[src/rtl/dm_copy_engine.sv]
// ---------------------------------------------------------------------------
// dm_copy_engine
//
// Word-granular memory copy engine that masters the data-memory (DM) port.
// A copy request (src, dst, len) is range-checked, then each word is moved
// with one READ cycle followed by one WRITE cycle (2 cycles per word).
// Overlapping copies where the destination lies above the source are run
// last-word-first so the source is never clobbered before it is read
// (memmove semantics).
//
// Optional feature (macro DM_COPY_FILL_EN):
//   Adds fill_mode / fill_data inputs. With fill_mode = 1 the engine skips
//   the READ phase and writes fill_data to every destination word (1 cycle
//   per word). Without the macro only copy behaviour exists.
//
// Ports:
//   clk        in   clock, all state updates on the rising edge
//   reset      in   asynchronous, active-low reset
//   start      in   one-cycle copy request, sampled only when idle
//   src_addr   in   byte address of first source word (word aligned)
//   dst_addr   in   byte address of first destination word (word aligned)
//   len        in   number of words to copy (0 is legal)
//   abort      in   finish the current word, then stop
//   fill_mode  in   (DM_COPY_FILL_EN only) fill instead of copy
//   fill_data  in   (DM_COPY_FILL_EN only) word written in fill mode
//   MemWrite   out  DM write enable
//   MemAddr    out  DM byte address
//   MemData    out  DM write data
//   pc         out  constant PC_TAG, identifies the engine in DM traces
//   ReadData   in   DM combinational read data for MemAddr
//   busy       out  copy in progress (CHECK, READ, WRITE)
//   done       out  one-cycle pulse on completion, abort or error
//   err        out  sticky error, cleared by the next accepted start
// ---------------------------------------------------------------------------
module dm_copy_engine #(
  parameter int unsigned DM_WORDS = 3072,
  parameter logic [31:0] PC_TAG   = 32'h0000_3000
) (
  input  logic        clk,
  input  logic        reset,
  input  logic        start,
  input  logic [31:0] src_addr,
  input  logic [31:0] dst_addr,
  input  logic [11:0] len,
  input  logic        abort,
`ifdef DM_COPY_FILL_EN
  input  logic        fill_mode,
  input  logic [31:0] fill_data,
`endif
  output logic        MemWrite,
  output logic [31:0] MemAddr,
  output logic [31:0] MemData,
  output logic [31:0] pc,
  input  logic [31:0] ReadData,
  output logic        busy,
  output logic        done,
  output logic        err
);

  typedef enum logic [2:0] {
    S_IDLE,
    S_CHECK,
    S_READ,
    S_WRITE,
    S_DONE
  } state_e;

  state_e      state_q, state_d;
  logic [31:0] src_q, src_d;        // current source byte address
  logic [31:0] dst_q, dst_d;        // current destination byte address
  logic [11:0] cnt_q, cnt_d;        // words still to move
  logic [31:0] buf_q, buf_d;        // word captured in READ, stored in WRITE
  logic        desc_q, desc_d;      // 1: walk addresses downwards
  logic        abort_pend_q, abort_pend_d;
  logic        err_q, err_d;

  logic        fill_now;            // fill transfer in progress
  logic [31:0] fill_word;

`ifdef DM_COPY_FILL_EN
  logic        fill_q, fill_d;
  logic [31:0] fdata_q, fdata_d;

  assign fill_now  = fill_q;
  assign fill_word = fdata_q;
`else
  assign fill_now  = 1'b0;
  assign fill_word = 32'd0;
`endif

  // Range check: word index + len must not exceed DM_WORDS. The sums are
  // carried one bit wider than the operands so they can never wrap.
  logic [32:0] src_end, dst_end;
  logic [33:0] src_lim;
  logic [31:0] last_off;
  logic        misaligned, out_of_range, overlap;

  assign src_end  = {3'b000, src_q[31:2]} + {21'd0, cnt_q};
  assign dst_end  = {3'b000, dst_q[31:2]} + {21'd0, cnt_q};
  assign src_lim  = {2'b00, src_q} + {20'd0, cnt_q, 2'b00};
  // Byte offset of the last word, used to start a descending walk.
  assign last_off = {18'd0, cnt_q - 12'd1, 2'b00};

  assign misaligned   = (dst_q[1:0] != 2'b00) ||
                        (!fill_now && (src_q[1:0] != 2'b00));
  assign out_of_range = (cnt_q != 12'd0) &&
                        ((dst_end > 33'(DM_WORDS)) ||
                         (!fill_now && (src_end > 33'(DM_WORDS))));
  // Destination starts inside the source block above its base: copying
  // upwards would overwrite source words before they are read.
  assign overlap      = !fill_now && (dst_q > src_q) &&
                        ({2'b00, dst_q} < src_lim);

  assign pc  = PC_TAG;
  assign err = err_q;

  always_ff @(posedge clk or negedge reset) begin
    if (!reset) begin
      state_q      <= S_IDLE;
      src_q        <= 32'd0;
      dst_q        <= 32'd0;
      cnt_q        <= 12'd0;
      buf_q        <= 32'd0;
      desc_q       <= 1'b0;
      abort_pend_q <= 1'b0;
      err_q        <= 1'b0;
    end else begin
      state_q      <= state_d;
      src_q        <= src_d;
      dst_q        <= dst_d;
      cnt_q        <= cnt_d;
      buf_q        <= buf_d;
      desc_q       <= desc_d;
      abort_pend_q <= abort_pend_d;
      err_q        <= err_d;
    end
  end

`ifdef DM_COPY_FILL_EN
  always_ff @(posedge clk or negedge reset) begin
    if (!reset) begin
      fill_q  <= 1'b0;
      fdata_q <= 32'd0;
    end else begin
      fill_q  <= fill_d;
      fdata_q <= fdata_d;
    end
  end
`endif

  always_comb begin
    state_d      = state_q;
    src_d        = src_q;
    dst_d        = dst_q;
    cnt_d        = cnt_q;
    buf_d        = buf_q;
    desc_d       = desc_q;
    abort_pend_d = abort_pend_q;
    err_d        = err_q;
`ifdef DM_COPY_FILL_EN
    fill_d       = fill_q;
    fdata_d      = fdata_q;
`endif
    MemWrite     = 1'b0;
    MemAddr      = 32'd0;
    MemData      = 32'd0;
    busy         = 1'b0;
    done         = 1'b0;

    unique case (state_q)
      S_IDLE: begin
        if (start) begin
          src_d        = src_addr;
          dst_d        = dst_addr;
          cnt_d        = len;
          desc_d       = 1'b0;
          abort_pend_d = 1'b0;
          err_d        = 1'b0;
`ifdef DM_COPY_FILL_EN
          fill_d       = fill_mode;
          fdata_d      = fill_data;
`endif
          state_d      = S_CHECK;
        end
      end

      S_CHECK: begin
        busy = 1'b1;
        if (misaligned || out_of_range) begin
          err_d   = 1'b1;
          state_d = S_DONE;
        end else if (cnt_q == 12'd0) begin
          state_d = S_DONE;
        end else begin
          desc_d = overlap;
          if (overlap) begin
            src_d = src_q + last_off;
            dst_d = dst_q + last_off;
          end
          state_d = fill_now ? S_WRITE : S_READ;
        end
      end

      S_READ: begin
        busy    = 1'b1;
        MemAddr = src_q;
        buf_d   = ReadData;
        // Remember the abort so the word being read is still written.
        if (abort) begin
          abort_pend_d = 1'b1;
        end
        state_d = S_WRITE;
      end

      S_WRITE: begin
        busy     = 1'b1;
        MemWrite = 1'b1;
        MemAddr  = dst_q;
        MemData  = fill_now ? fill_word : buf_q;
        src_d    = desc_q ? (src_q - 32'd4) : (src_q + 32'd4);
        dst_d    = desc_q ? (dst_q - 32'd4) : (dst_q + 32'd4);
        cnt_d    = cnt_q - 12'd1;
        if ((cnt_q == 12'd1) || abort || abort_pend_q) begin
          state_d = S_DONE;
        end else begin
          state_d = fill_now ? S_WRITE : S_READ;
        end
      end

      S_DONE: begin
        done         = 1'b1;
        abort_pend_d = 1'b0;
        state_d      = S_IDLE;
      end

      default: begin
        state_d = S_IDLE;
      end
    endcase
  end

endmodule

[config.mk]
export PLATFORM = sky130hd
export DESIGN_NAME = dm_copy_engine
export DESIGN_NICKNAME = d
export VERILOG_FILES = /design/src/rtl/dm_copy_engine.sv
export SDC_FILE = /design/constraint.sdc
export NUM_CORES = 1
export LEC_CHECK = 0
export CAP_MARGIN = 15
export CORE_MARGIN = 2
export CORE_UTILIZATION = 56
export DETAILED_ROUTE_END_ITERATION = 12
export GPL_TIMING_DRIVEN = 0
export PLACE_DENSITY = 0.85
export SYNTH_ARGS = -nofsm -noshare
export SYNTH_HDL_FRONTEND = slang
export SYNTH_SLANG_ARGS = --single-unit
[constraint.sdc]
create_clock -name clk -period 6.6 [get_ports clk]
set_input_delay 0.66 -clock clk [delete_from_list [all_inputs] [get_ports clk]]
set_output_delay 0.66 -clock clk [all_outputs]
set_load 0.01 [all_outputs]
==> results of run 1 <==
==> where the power goes <==
group | switching (mW) | internal [mW]
clock | 0.436 | 0.537
combinational | 2.80 | 1.96
sequential | 0.497 | 0.906
==> sequential cells by signal, summed over array words and instances (netlist names) <==
signal / cells
dst_q: 32
cnt_q: 12
src_q: 32
abort_pend_q: 1
buf_q: 32
desc_q: 1
state_q: 3
err: 1
==> path summary, 6_finish.rpt <==
path | from | end | slack [ns] | depth (start not counted)
min in group clk | err | err | 0.48 | 2
setup reg to reg | cnt_q[0] | src_q[27] | 0.47 | 23
setup / recovery | cnt_q[0] | src_q[27] | 0.47 | 23
hold reg to reg | err | err | 0.48 | 2
hold / removal | reset | dst_q[0] | 0.16 | 1
max in group asynchronous | reset | dst_q[26] | 5.70 | 2
==> layout make-up <==
class | instances | area share, %
Multi-Input combinational cell | 1375 | 59.18
Sequential cell | 114 | 17.76
Timing Repair Buffer | 181 | 11.38
Buffer | 109 | 3.739
Clock buffer | 17 | 2.648
Tap cell | 319 | 2.485
Inverter | 77 | 1.799
Clock inverter | 15 | 0.9970
Antenna cell | 1 | 0.01558
==> layer usage <==
metal / vias up / global-route usage, %
met5: - / 0
met4: 0 / 22.29
met3: 171 / 8.563
met2: 761 / 61.42
met1: 6596 / 48.11
li1: 6470 / -
==> placed cells by master (no fill, tap or decap), drive strengths merged, types with 6 or more instances in the layout <==
master and n:
clkdlybuf4s50 178, ha 147, nand2 145, a21oi 141, o21ai 134, nor2 115, dfrtp 114, inv 87
clkbuf 75, xnor2 60, buf 54, and3 53, nand3 41, mux2 41, a211oi 41, a21o 39
nor3 36, conb 32, xor2 31, a22o 25, nand4 25, o21a 23, o211ai 20, mux2i 17
a31oi 15, and2 14, nand2b 13, o21bai 13, nor2b 12, or3 10, o31ai 10, a2111oi 10
nor4 10, or2 9, and4 8, o22ai 6
==> metrics by stage <==
step                      cells  hold WS [ns]  utilization [%]
after floorplan            1675        0.3644                -
after global placement     2173        0.4645            66.32
after detailed placement   2175        0.4688            66.48
after CTS                  2207        0.1942            69.00
after global routing       2207        0.1927            69.05
final                      2208        0.1570            69.06
==> cell families after synthesis <==
kind of cell	share of synthesized area, %
compound gates	26.72
xor+xnor	6.072
buf+inv	6.778
fa+ha+maj	14.62
simple gates	19.11
mux	4.900
flops	21.74
other cells	0.05722
==> results.json, run 1 <==
{
  "grt_start_max_net_pins": 69,
  "multi_input_area_um2": 9507,
  "path_buf_inv": 4,
  "die_area_um2": 24680,
  "max-cap-violations": 0,
  "path_max_fanout": 8,
  "clockBufferDepth": 2,
  "clk_latency_ns": 0.44,
  "cts_made_buffers": 17,
  "synth.cell_area_um2": 13130,
  "crit_family": "compound AO/OA/AOI/OAI gates",
  "fin_nets": 2138,
  "fin_ws_ns": 0.4719,
  "power_density_nw_per_um2": 444.2,
  "syn_avg_cell_area_um2": 7.979,
  "synthArstFlopShare_pct": 100.0,
  "htreeDepth": 4,
  "post-place-ws_ns": 0.1256,
  "ys_warn_count": 0,
  "initialDrtViolationCount": 1332,
  "std_cell_rows": 56,
  "critPathKind": "flip-flop to flip-flop",
  "vias_per_cell": 6.340,
  "path_clk_slew_ns": 0.07,
  "wl_met1_mm": 18.99,
  "ff_latch_area_um2": 2853,
  "die_h_um": 157.1,
  "synth.distinct_cells": 87,
  "antenna_found_initial": 1,
  "grt_setup_unrepaired": "no",
  "synth-edff-count": 0,
  "maxSlewHeadroom_pct": 31.68,
  "grt.overflow.total": 0,
  "synth_ff_type": "dfrtp_1",
  "hold_viol": 0,
  "vias": 14000,
  "synth_top_area_share_pct": 21.73,
  "skew_ns": 0.01202,
  "outcome": "completed",
  "synthToLayoutAreaGrowth_pct": 22.39,
  "post-cts-setup-buffer-count": 0,
  "fp.dieW_um": 157.1,
  "grt_pass1_wl_mm": 72.79,
  "synthTopCellsByArea": "dfrtp_1 22%, ha_1 14%, a21oi_1 5.4%",
  "wl_per_cell_um": 21.72,
  "hold_buffers": 0,
  "io_pins": 212,
  "grt_use_total_pct": 38.55,
  "synth_common_cells": "147 x ha_1, 145 x nand2_1, 141 x a21oi_1",
  "ant_nets": 0,
  "drv_slew": 0,
  "met3WireLength_mm": 4.180,
  "cts_sinks": 114,
  "firstDrtPassIters": 6,
  "cpMostUsedCell": "a21oi_1",
  "crit_chain": "clkbuf_1, inv_1, ha_1, nand2b_1, or2_2, clkbuf_1, nor3_1, xnor2_1, nand3_1, xnor2_1, o21ai_1, ha_1, a21o_1, a21oi_1, o21ai_0, a311oi_1, a21oi_1, a221oi_1, inv_1, a21oi_1, xor2_1, o21ai_0, mux2_4",
  "drc": 0,
  "dp_hpwl_mm": 37.55,
  "synth_seq_cells": 114,
  "fillerInstances": 1963,
  "period_share_pct": 92.85,
  "synth_top_cell_by_area": "dfrtp_1",
  "start_kind": "flip-flop",
  "crit_arrival_ns": 6.46,
  "post-synth-top-count-cell": "ha_1",
  "place_area_um2": 15460,
  "ir_drop_mv": 0.2254,
  "finalSetupTns_ns": 0,
  "initial_core_util_pct": 56.42,
  "wl_mm": 47.96,
  "routed.top_layer": "met4",
  "timing.final.crit_period_ns": 6.128,
  "p_leak_nw": 7.246,
  "fmaxAchievable_mhz": 163.2,
  "finalSetupViolations": 0,
  "final_area_um2": 16060,
  "crit_slowest_cell": "a221oi_1",
  "p_total_mw": 7.136,
  "hold_class": "input pin to async pin",
  "cts-resized-gates": 0,
  "drive_gt1_share_pct": 8.369,
  "grt_pass1_vias": 13040,
  "worst_pin_slew_ns": 1.025,
  "end_kind": "flip-flop",
  "finalWeightedCongestion": 1.012,
  "netlist_instances": 1645,
  "ys_seq_area_share_pct": 21.73,
  "io_buffers": 179,
  "slowest_delay_ns": 0.58,
  "wl_met2_mm": 21.78,
  "cp.required_ns": 6.93,
  "cts-root-buf": "clkbuf_16",
  "cts_tree": "done",
  "core_um2": 23260
}
Power figures use the tool's default switching activity.
==> run 2, diff against run 1 <==
Settings changed: SLEW_MARGIN from default to 20.
==> results of run 2 <==
The final DEF is identical to that of run 1; final timing and power are the same.
==> run 3, diff against run 2 <==
Settings changed: CORE_MARGIN 2 to default.
Clock period 6.6 ns to 6.38 ns, I/O delays scaled along.
==> results.json, run 3 (same netlist as run 1, synthesis figures left out) <==
{
  "power_density_nw_per_um2": 462.2,
  "fp.dieW_um": 155.1,
  "max-cap-violations": 0,
  "drc": 0,
  "core_um2": 22780,
  "initial_core_util_pct": 57.62,
  "p_switching_mw": 3.905,
  "cts_tree": "done",
  "p_total_mw": 7.436,
  "ant_nets": 0,
  "period_share_pct": 94.91,
  "synthToLayoutAreaGrowth_pct": 22.56,
  "fin_nets": 2138,
  "firstDrtPassIters": 5,
  "largestRegisters": "buf_q x32, dst_q x32, src_q x32",
  "die_area_um2": 24050,
  "hold_viol": 0,
  "hold_class": "input pin to async pin",
  "p_clk_share_pct": 13.6,
  "outcome": "completed",
  "maxSlewHeadroom_pct": 36.79,
  "hold_buffers": 0,
  "p_int_mw": 3.531,
  "layout_common_cells": "178 x clkdlybuf4s50_1, 147 x ha_1, 145 x nand2_1",
  "std_cell_rows": 55,
  "dp_hpwl_mm": 37.03,
  "vias": 14110,
  "pwr-share-comb_pct": 66.9,
  "worst_pin_slew_ns": 0.9481,
  "finalSetupTns_ns": 0,
  "path_clk_slew_ns": 0.07,
  "cts_made_buffers": 17,
  "power.share.sequential_pct": 19.5,
  "clk_latency_ns": 0.43,
  "finalWeightedCongestion": 1.014,
  "cts_sinks": 114,
  "die_h_um": 155.1,
  "drive_gt1_share_pct": 8.739,
  "fmaxAchievable_mhz": 165.1,
  "vias_per_cell": 6.406,
  "antenna_found_initial": 1,
  "finalSetupViolations": 0,
  "path_max_fanout": 8,
  "wl_mm": 47.95,
  "grt_use_total_pct": 39.87,
  "layout_commonest_cell": "clkdlybuf4s50_1",
  "grt_start_max_net_pins": 64,
  "crit_arrival_ns": 6.38,
  "cts-root-buf": "clkbuf_16",
  "start_kind": "flip-flop",
  "drv_slew": 0,
  "htreeDepth": 4,
  "regToRegStartpoint": "cnt_q[0]",
  "p_leak_nw": 7.252,
  "grt_pass1_vias": 13370,
  "io_buffers": 179,
  "switching_share_pct": 52.51,
  "io_pins": 212,
  "cp.required_ns": 6.70,
  "skew_ns": 0.01487,
  "clockBufferDepth": 2,
  "startpoint": "cnt_q[0]",
  "ir_drop_mv": 0.2273,
  "timing.final.crit_period_ns": 6.055,
  "end_kind": "flip-flop",
  "initialDrtViolationCount": 1339,
  "grt.overflow.total": 0,
  "grt_pass1_wl_mm": 73.68,
  "critPathKind": "flip-flop to flip-flop",
  "wl_per_cell_um": 21.78
}
-- run 3: final timing paths --
check                                  to  slack (ns)  cells after the start
max in group asynchronous        buf_q[0]        5.47                      2
worst max register to register  src_q[24]        0.32                     23
worst min-delay path             dst_q[0]        0.17                      1
min in group clk                      err        0.50                      2
worst min register to register        err        0.50                      2
worst max-delay path            src_q[24]        0.32                     23
-- run 3: power groups by stage --
stage	sequential (mW)	combinational [mW]	clock [mW]
after floorplan	1.22	3.66	0
after global placement	1.43	4.59	0
after detailed placement	1.44	4.75	0
after CTS	1.42	4.81	1.01
after global routing	1.46	5.48	1.04
final	1.45	4.98	1.01
-- run 3: critical path: stages (launching register included) --
cell and delay, ns:
dfrtp_1 0.45, clkbuf_1 0.22, inv_1 0.12, ha_1 0.29, nand2b_1 0.12, or2_2 0.28
clkbuf_1 0.15, nor3_1 0.23, xnor2_1 0.28, nand3_1 0.41, o21ai_2 0.53, ha_1 0.20
clkbuf_1 0.25, nand4_1 0.19, nor2_1 0.19, nand2_1 0.08, a211oi_1 0.46, o21a_1 0.34
o31a_1 0.20, o31a_1 0.23, nor4_1 0.07, a311oi_1 0.26, o21ai_0 0.12, mux2_4 0.30
-- run 3: layer usage --
metal / share of wire [%] / global-route usage (%) / vias up
met2: 44 / 62.76 / 795
met5: 0 / 0 / -
met3: 8.7 / 6.908 / 216
met1: 40 / 50.03 / 6609
li1: - / - / 6487
met4: 7.3 / 27.16 / 0
-- run 3: cell type report --
type | count | area, µm²
flip-flops and latches | 114 | 2853
plain buffers | 109 | 600.6
clock buffers | 17 | 425.4
fillers | 1879 | 6691
well taps | 313 | 391.6
diodes | 1 | 2.502
clock inverters | 15 | 158.9
repair buffers | 181 | 1828
inverters | 77 | 289.0
multi-input cells | 1375 | 9538
-- run 3: timing repair --
item	4_1_cts	5_1_grt
gates resized for setup	2	18
buffers inserted	0	0
setup endpoints to repair	1	10
gates cloned	0	0
-- run 3: per-stage QoR --
stage	utilization (%)	cells	area, µm²	setup WS, ns	hold slack (ns)
final	70.62	2202	16090	0.3246	0.1700
after global routing	70.61	2201	16080	-0.05098	0.2066
after CTS	70.43	2201	16040	0.1383	0.2018
after detailed placement	67.86	2169	15460	-0.08979	0.4844
after global placement	67.70	2167	15420	-0.4779	0.4708
after floorplan	-	1675	13240	1.342	0.3424
